===== config.mk =====
export PLATFORM = sky130hd
export DESIGN_NAME = regfile_mp
export DESIGN_NICKNAME = d
export VERILOG_FILES = /design/src/rtl/regfile_mp_pkg.sv /design/src/rtl/regfile_mp_scoreboard.sv /design/src/rtl/regfile_mp.sv
export SDC_FILE = /design/constraint.sdc
export NUM_CORES = 2
export LEC_CHECK = 0
export CORE_MARGIN = 1.5
export CORE_UTILIZATION = 40
export DETAILED_ROUTE_END_ITERATION = 12
export HOLD_SLACK_MARGIN = 0.12
export SETUP_SLACK_MARGIN = 0.5
export SYNTH_ARGS = -nofsm -noshare
export SYNTH_HDL_FRONTEND = slang
export SYNTH_SLANG_ARGS = --single-unit
export TNS_END_PERCENT = 10

===== constraint.sdc =====
create_clock -name clk -period 2.95 [get_ports clk]
set_input_delay 0.295 -clock clk [delete_from_list [all_inputs] [get_ports clk]]
set_output_delay 0.295 -clock clk [all_outputs]
set_load 0.01 [all_outputs]

===== src/rtl/regfile_mp_pkg.sv =====
// Shared definitions for the integer register file and the core top.
//   ABI register indices, default data width and the SP/GP reset image.
package regfile_mp_pkg;

    localparam int unsigned XLEN_DEF = 32;

    // ABI register indices
    localparam int unsigned REG_ZERO = 0;
    localparam int unsigned REG_SP   = 2;
    localparam int unsigned REG_GP   = 3;

    // Reset image for stack and global pointers
    localparam logic [31:0] SP_INIT_DEF = 32'h0000_FFFF;
    localparam logic [31:0] GP_INIT_DEF = 32'h0000_4FFF;

endpackage


===== src/rtl/regfile_mp_scoreboard.sv =====
// Busy-bit scoreboard for in-flight producers.
//   clk, reset      : clock, synchronous active-high reset
//   wen/waddr/wclr  : writeback ports; wclr clears the destination busy bit
//   iss_en/iss_addr : decode marks a destination busy (wins over a clear)
//   raddr           : read addresses to report busy status for
//   rbusy           : per read port, busy and not cleared by a write this cycle
//   busy_vec        : raw scoreboard state, bit 0 always 0
module regfile_mp_scoreboard
    import regfile_mp_pkg::*;
#(
    parameter int unsigned NREGS = 32,
    parameter int unsigned NRD   = 2,
    parameter int unsigned NWR   = 1,
    localparam int unsigned AW   = $clog2(NREGS)
) (
    input  logic              clk,
    input  logic              reset,
    input  logic [NWR-1:0]    wen,
    input  logic [NWR*AW-1:0] waddr,
    input  logic [NWR-1:0]    wclr,
    input  logic              iss_en,
    input  logic [AW-1:0]     iss_addr,
    input  logic [NRD*AW-1:0] raddr,
    output logic [NRD-1:0]    rbusy,
    output logic [NREGS-1:0]  busy_vec
);

    logic [NREGS-1:0] busy_q;
    logic [NREGS-1:0] busy_nxt;

    // Clears first, then the issue set, so a new producer supersedes the old one
    always_comb begin
        busy_nxt = busy_q;
        for (int j = 0; j < NWR; j++) begin
            if (wen[j] && wclr[j]) begin
                busy_nxt[waddr[j*AW +: AW]] = 1'b0;
            end
        end
        if (iss_en) begin
            busy_nxt[iss_addr] = 1'b1;
        end
        busy_nxt[REG_ZERO] = 1'b0;
    end

    // Scoreboard state register
    always_ff @(posedge clk) begin
        if (reset) begin
            busy_q <= '0;
        end else begin
            busy_q <= busy_nxt;
        end
    end

    assign busy_vec = busy_q;

    // Busy status per read port, masked by a clearing write landing this cycle
    for (genvar i = 0; i < NRD; i++) begin : g_rbusy
        logic [AW-1:0] ra;
        logic          clr_hit;

        assign ra = raddr[i*AW +: AW];

        always_comb begin
            clr_hit = 1'b0;
            for (int j = 0; j < NWR; j++) begin
                if (wen[j] && wclr[j] && (waddr[j*AW +: AW] == ra)) begin
                    clr_hit = 1'b1;
                end
            end
        end

        assign rbusy[i] = busy_q[ra] && !clr_hit && (ra != AW'(REG_ZERO));
    end

endmodule


===== src/rtl/regfile_mp.sv =====
// Multi-port integer register file with write-to-read bypass and scoreboard.
//   clk, reset            : clock, synchronous active-high reset
//   raddr/rdata/rbusy     : NRD combinational read ports with busy status
//   wen/waddr/wdata/wclr  : NWR write ports; higher index wins on conflict
//   iss_en/iss_addr       : mark a destination register busy
//   busy_vec              : raw scoreboard state
module regfile_mp
    import regfile_mp_pkg::*;
#(
    parameter int unsigned XLEN    = XLEN_DEF,
    parameter int unsigned NREGS   = 32,
    parameter int unsigned NRD     = 2,
    parameter int unsigned NWR     = 1,
    parameter logic [31:0] SP_INIT = SP_INIT_DEF,
    parameter logic [31:0] GP_INIT = GP_INIT_DEF,
    localparam int unsigned AW     = $clog2(NREGS)
) (
    input  logic                clk,
    input  logic                reset,
    input  logic [NRD*AW-1:0]   raddr,
    output logic [NRD*XLEN-1:0] rdata,
    output logic [NRD-1:0]      rbusy,
    input  logic [NWR-1:0]      wen,
    input  logic [NWR*AW-1:0]   waddr,
    input  logic [NWR*XLEN-1:0] wdata,
    input  logic [NWR-1:0]      wclr,
    input  logic                iss_en,
    input  logic [AW-1:0]       iss_addr,
    output logic [NREGS-1:0]    busy_vec
);

    logic [XLEN-1:0] regs [NREGS];

    // Storage; later ports overwrite earlier ones so the highest index wins
    always_ff @(posedge clk) begin
        if (reset) begin
            for (int r = 0; r < NREGS; r++) begin
                regs[r] <= '0;
            end
            regs[REG_SP] <= XLEN'(SP_INIT);
            regs[REG_GP] <= XLEN'(GP_INIT);
        end else begin
            for (int j = 0; j < NWR; j++) begin
                if (wen[j] && (waddr[j*AW +: AW] != AW'(REG_ZERO))) begin
                    regs[waddr[j*AW +: AW]] <= wdata[j*XLEN +: XLEN];
                end
            end
        end
    end

    // Read muxes: x0 forces zero, else highest matching write port bypasses
    for (genvar i = 0; i < NRD; i++) begin : g_rd
        logic [AW-1:0]   ra;
        logic [XLEN-1:0] rd;

        assign ra = raddr[i*AW +: AW];

        always_comb begin
            rd = regs[ra];
            for (int j = 0; j < NWR; j++) begin
                if (wen[j] && (waddr[j*AW +: AW] == ra)) begin
                    rd = wdata[j*XLEN +: XLEN];
                end
            end
            if (ra == AW'(REG_ZERO)) begin
                rd = '0;
            end
        end

        assign rdata[i*XLEN +: XLEN] = rd;
    end

    regfile_mp_scoreboard #(
        .NREGS (NREGS),
        .NRD   (NRD),
        .NWR   (NWR)
    ) u_scoreboard (
        .clk      (clk),
        .reset    (reset),
        .wen      (wen),
        .waddr    (waddr),
        .wclr     (wclr),
        .iss_en   (iss_en),
        .iss_addr (iss_addr),
        .raddr    (raddr),
        .rbusy    (rbusy),
        .busy_vec (busy_vec)
    );

endmodule

# Word level (Yosys, flattened, before mapping)

Memories as Yosys holds them, arrays and structs flattened.
Cells that the tools add are included.

Order comparisons: 6
Equality and inequality tests: 2
Bitwise logic cells: 5
Reductions and logical operators: 20
Mux-type cells: 26

Operator list:

| operator             | number |
|---|---|
| $mux W32             | 9 |
| $and A32 B32 Y32     | 1 |
| $not A32 Y32         | 1 |
| $or A32 B32 Y32      | 1 |
| $reduce_or A32 Y1    | 1 |
| $lt A5 B6 Y1 const B | 4 |
| $reduce_bool A5 Y1   | 3 |
| $logic_and A1 B1 Y1  | 12 |
| $mux W1              | 12 |
| $bmux W1 S5          | 2 |
| $demux W1 S5         | 2 |
| $eq A5 B5 Y1         | 2 |
| $ge A5 B1 Y1 const B | 2 |
| $logic_not A5 Y1     | 2 |
| $mux W5              | 1 |
| $logic_not A1 Y1     | 2 |
| $or A1 B1 Y1         | 2 |

Input bits: 57
Flip-flop bits (word level): 32
Output and inout port bits: 98
Memories kept: 1
RAM bits: 1024

Memories:

| memory | depth | width | read ports | clocked after Yosys merged registers in | wr ports | RTL line         | text |
|---|---|---|---|---|---|---|---|
| regs   | 32    | 32    | 2          | 0                                       | 32       | regfile_mp.sv:32 | `logic [XLEN-1:0] regs [NREGS];` |

# Longest topological paths before layout

Word-level depth: 9
Depth in mapped cells: 11
Gate-level depth less buffers: 6

# By module

From an unflattened synthesis, not the netlist that was laid out.

Cells, all modules: 3975
Area, all modules: 56773.2 um2

By module, submodules not included:

| module                | sequential area each (um2) | cells an instance | times used | area an instance (um2) |
|---|---|---|---|---|
| regfile_mp            | 30749.5                    | 3745              | 1          | 54736.2 |
| regfile_mp_scoreboard | 620.6                      | 230               | 1          | 2037.0 |

# Least setup slack after synthesis

OpenSTA, ideal clock, no wires.

Path kind: input to output
Start point: in raddr[0]
End point: out rdata[14]
Slack: 784 ps
Stages on the path: 8
Path buffers: 3
Arrival: 1871 ps
Cells stage by stage: buf_6 -> buf_12 -> buf_2 -> mux4_2 -> a22oi_1 -> nand2_1 -> a22oi_1 -> o21ai_0

Word-level cells in the longest chain between the ends: 4
Elaborated cells between the ends (all ways): 6
Classes of those cells: eq/ne: 1; mux: 2; reduce/logical: 2; memory: 1

Ends and longest elaborated chain:

| what                                                    | RTL line         | text |
|---|---|---|
| start: declaration                                      | regfile_mp.sv:20 | `input logic [NRD*AW-1:0] raddr,` |
| branches (longest 3 deep; another with $mem_v2 Z32 W32) | --               |  |
| $mux W32 (*)                                            | regfile_mp.sv:65 | `if (ra == AW'(REG_ZERO)) begin` |
| end: declaration                                        | regfile_mp.sv:21 | `output logic [NRD*XLEN-1:0] rdata,` |

Mark *: on every way between the ends.

==> impl_metrics.ini <==
[logic_synthesis]
ys_seq_area_frac = 0.549
syn_area_per_cell_um2 = 14.3
synth_flop_cell = edfxtp_1
syn_inst = 3985
ys_async_sr_fraction = 0
synth_warnings = 0
ys_seq_elements = 1055
syn_area_um2 = 57100
synth_edf_count = 1024
synth_cell_types = 66

[placement]
dp_cells = 6222
io_buffer_count = 153
place_area_um2 = 65200
post-dp-hpwl_um = 153000
gp_congestion = 0.929
post-place-ws_ps = -1050

[global_route]
grt_start_max_net_pins = 95
track_usage = 0.315
grt_overflow_total = 0
grt_pass1_wl_um = 320000
antenna_found_initial = 26
grt_pass1_vias = 40492

[clock_network]
cts_buffers = 117
path_clk_slew_ps = 60
htreeDepth = 3
clockBufferDepth = 3
worstSkewPairLatency_ps = 740
cts.sinks = 1055
cts_root_buffer = clkbuf_16
cts_tree = done

[job]
timing.max_cap.violations = 0

[worst_hold_path]
hold_class = input pin to flop
min-delay-start = reset
holdPathStages = 2
hold_end = regs[0][21]$_SDFFCE_PN0P_

[route]
ant_nets = 0
vias = 41646
wl_per_cell_um = 35.8
first_pass_iters = 7
detail_route.iter0.violations = 6731
wl_um = 231000
vias_per_cell = 6.45
drc = 0

[power_and_ir_drop]
finalPower_mw = 37.9
switching_share = 0.269
seq_power_share = 0.466
power_frac_clock = 0.371
p_switching_mw = 10.2
pwr-share-comb = 0.163
p_int_mw = 27.7
p_leak_nw = 24.9
vdd_ir_drop_max_uv = 532
p_per_area_nw_per_um2 = 539

[setup_path]
cp-end-kind = output port
worst-setup-path-type = flop to output port
critPathLaunchType = flop
crit_path_max_fanout = 2
critical_path_arrival_ps = 2840
r2r-end = u_scoreboard.busy_vec[2]$_SDFF_PP0_
worstReg2RegStart = u_scoreboard.busy_vec[2]$_SDFF_PP0_
reg2reg_depth = 2
required_ps = 2650
worst-r2r-setup-slack_ps = 2180

[floorplanning]
die_w_um = 381
rows = 138
fp.dieH_um = 381
ios = 155
initial_core_util = 0.403
core_area_um2 = 142000
dieArea_um2 = 145000

[outcome]
violations = setup timing
status = finished, violations left

[sta]
skew_ps = 0
fmax_mhz = 319
fin_hold_ws_ps = 112
setup_ws_ps = -188
hold_viol = 0
grt_setup_unrepaired = true
slew_headroom = 0.442
tns_ps = -2400
min_period_over_period = 1.06
setup_viol = 32
period_needed_ps = 3140
slew_viol_final = 0
worst_pin_slew_ps = 836

[cells_and_area]
final_util = 0.496
final_cell_mix = 1024 x edfxtp_1, 966 x and2_1, 461 x mux4_2
drive_above_1_share = 0.349
layout.cells.most_common = edfxtp_1
stdcell_count = 6459
stdcell_area_um2 = 70300
area_growth_pct = 23.0
final_net_count = 4525
[synthesized netlist by cell type (all sizes together) (15+ instances only)]
master / n / area (um^2)
and2: 967 / 6050
a22oi: 176 / 1320
mux2i: 139 / 1390
or3: 15 / 93.8
or2: 33 / 206
nand2: 172 / 646
o22ai: 45 / 282
buf: 134 / 1140
nand2b: 22 / 138
dfxtp: 31 / 621
a21oi: 54 / 270
nor2: 117 / 442
nor3: 49 / 255
o21ai: 88 / 440
edfxtp: 1024 / 30700
nand3: 17 / 85.1
o211ai: 25 / 188
mux4: 469 / 10600
clkbuf: 275 / 1110
[flip-flops by register name, summed over array words and instances (netlist names)]
name,cells
u_scoreboard.busy_vec,31
regs,1024
[layout make-up]
cell class                 count  area (um^2)
fill                       11995        71300
sequential                  1055        31400
multi-input combinational   2543        25200
timing repair buffer         745         7720
clock buffer                 152         3070
tap                         1890         2360
clock inverter                58          483
antenna                       10         25.0
inverter                       6         22.5
[repair_timing]
action                                  4_1_cts  5_1_grt
resized for setup                           466       96
pin swaps                                   121       64
hold buffers                                  0        0
endpoints found under the setup margin       66       66
buffers inserted                             15        1
gates cloned                                  1        0
[cell families after synthesis]
| logic type | share of synthesized area |
|---|---|
| AO/OA/AOI/OAI | 0.0524 |
| buffers and inverters | 0.0403 |
| other | 0.0000657 |
| XOR/XNOR | 0.00138 |
| flip-flops | 0.549 |
| multiplexers | 0.212 |
| AND/OR/NAND/NOR | 0.144 |
[power groups by stage]
stage                     registers [mW]  logic [mW]  clock network [mW]
after floorplan                     17.8        2.83                   0
after global placement              17.9        5.70                   0
after detailed placement            17.9        5.71                   0
after CTS                           17.6        5.96                14.1
after global routing                17.7        6.31                14.7
final                               17.7        6.18                14.1
[critical path, stage by stage, from the launching register on]
cell	delay [ps]
edfxtp_1	370
mux4_2	510
a22oi_2	220
nand2_2	100
buf_12	140
a22oi_2	370
o21ai_2	100
buf_4	150
buf_6	110
[metal layers]
layer	share of wire	global-route usage	wire (um)
met5	0.00025	0	57
met1	0.36	0.421	84400
met2	0.44	0.475	102000
met3	0.15	0.102	33600
met4	0.047	0.128	11000
[how the worst max path moves through the flow]
| stage | from | end | slack [ps] |
|---|---|---|---|
| 5_1_grt | regs[4][1]$_SDFFCE_PN0P_ | rdata[33] | -320 |
| 3_3_place_gp | raddr[9] | rdata[35] | -1080 |
| 4_1_cts | regs[26][24]$_SDFFCE_PN0P_ | rdata[24] | -200 |
| 3_5_place_dp | raddr[9] | rdata[35] | -1050 |
| 6_report | regs[7][1]$_SDFFCE_PN0P_ | rdata[33] | -190 |
| 2_1_floorplan | raddr[0] | rdata[14] | 780 |
Power figures use the tool's default switching activity.
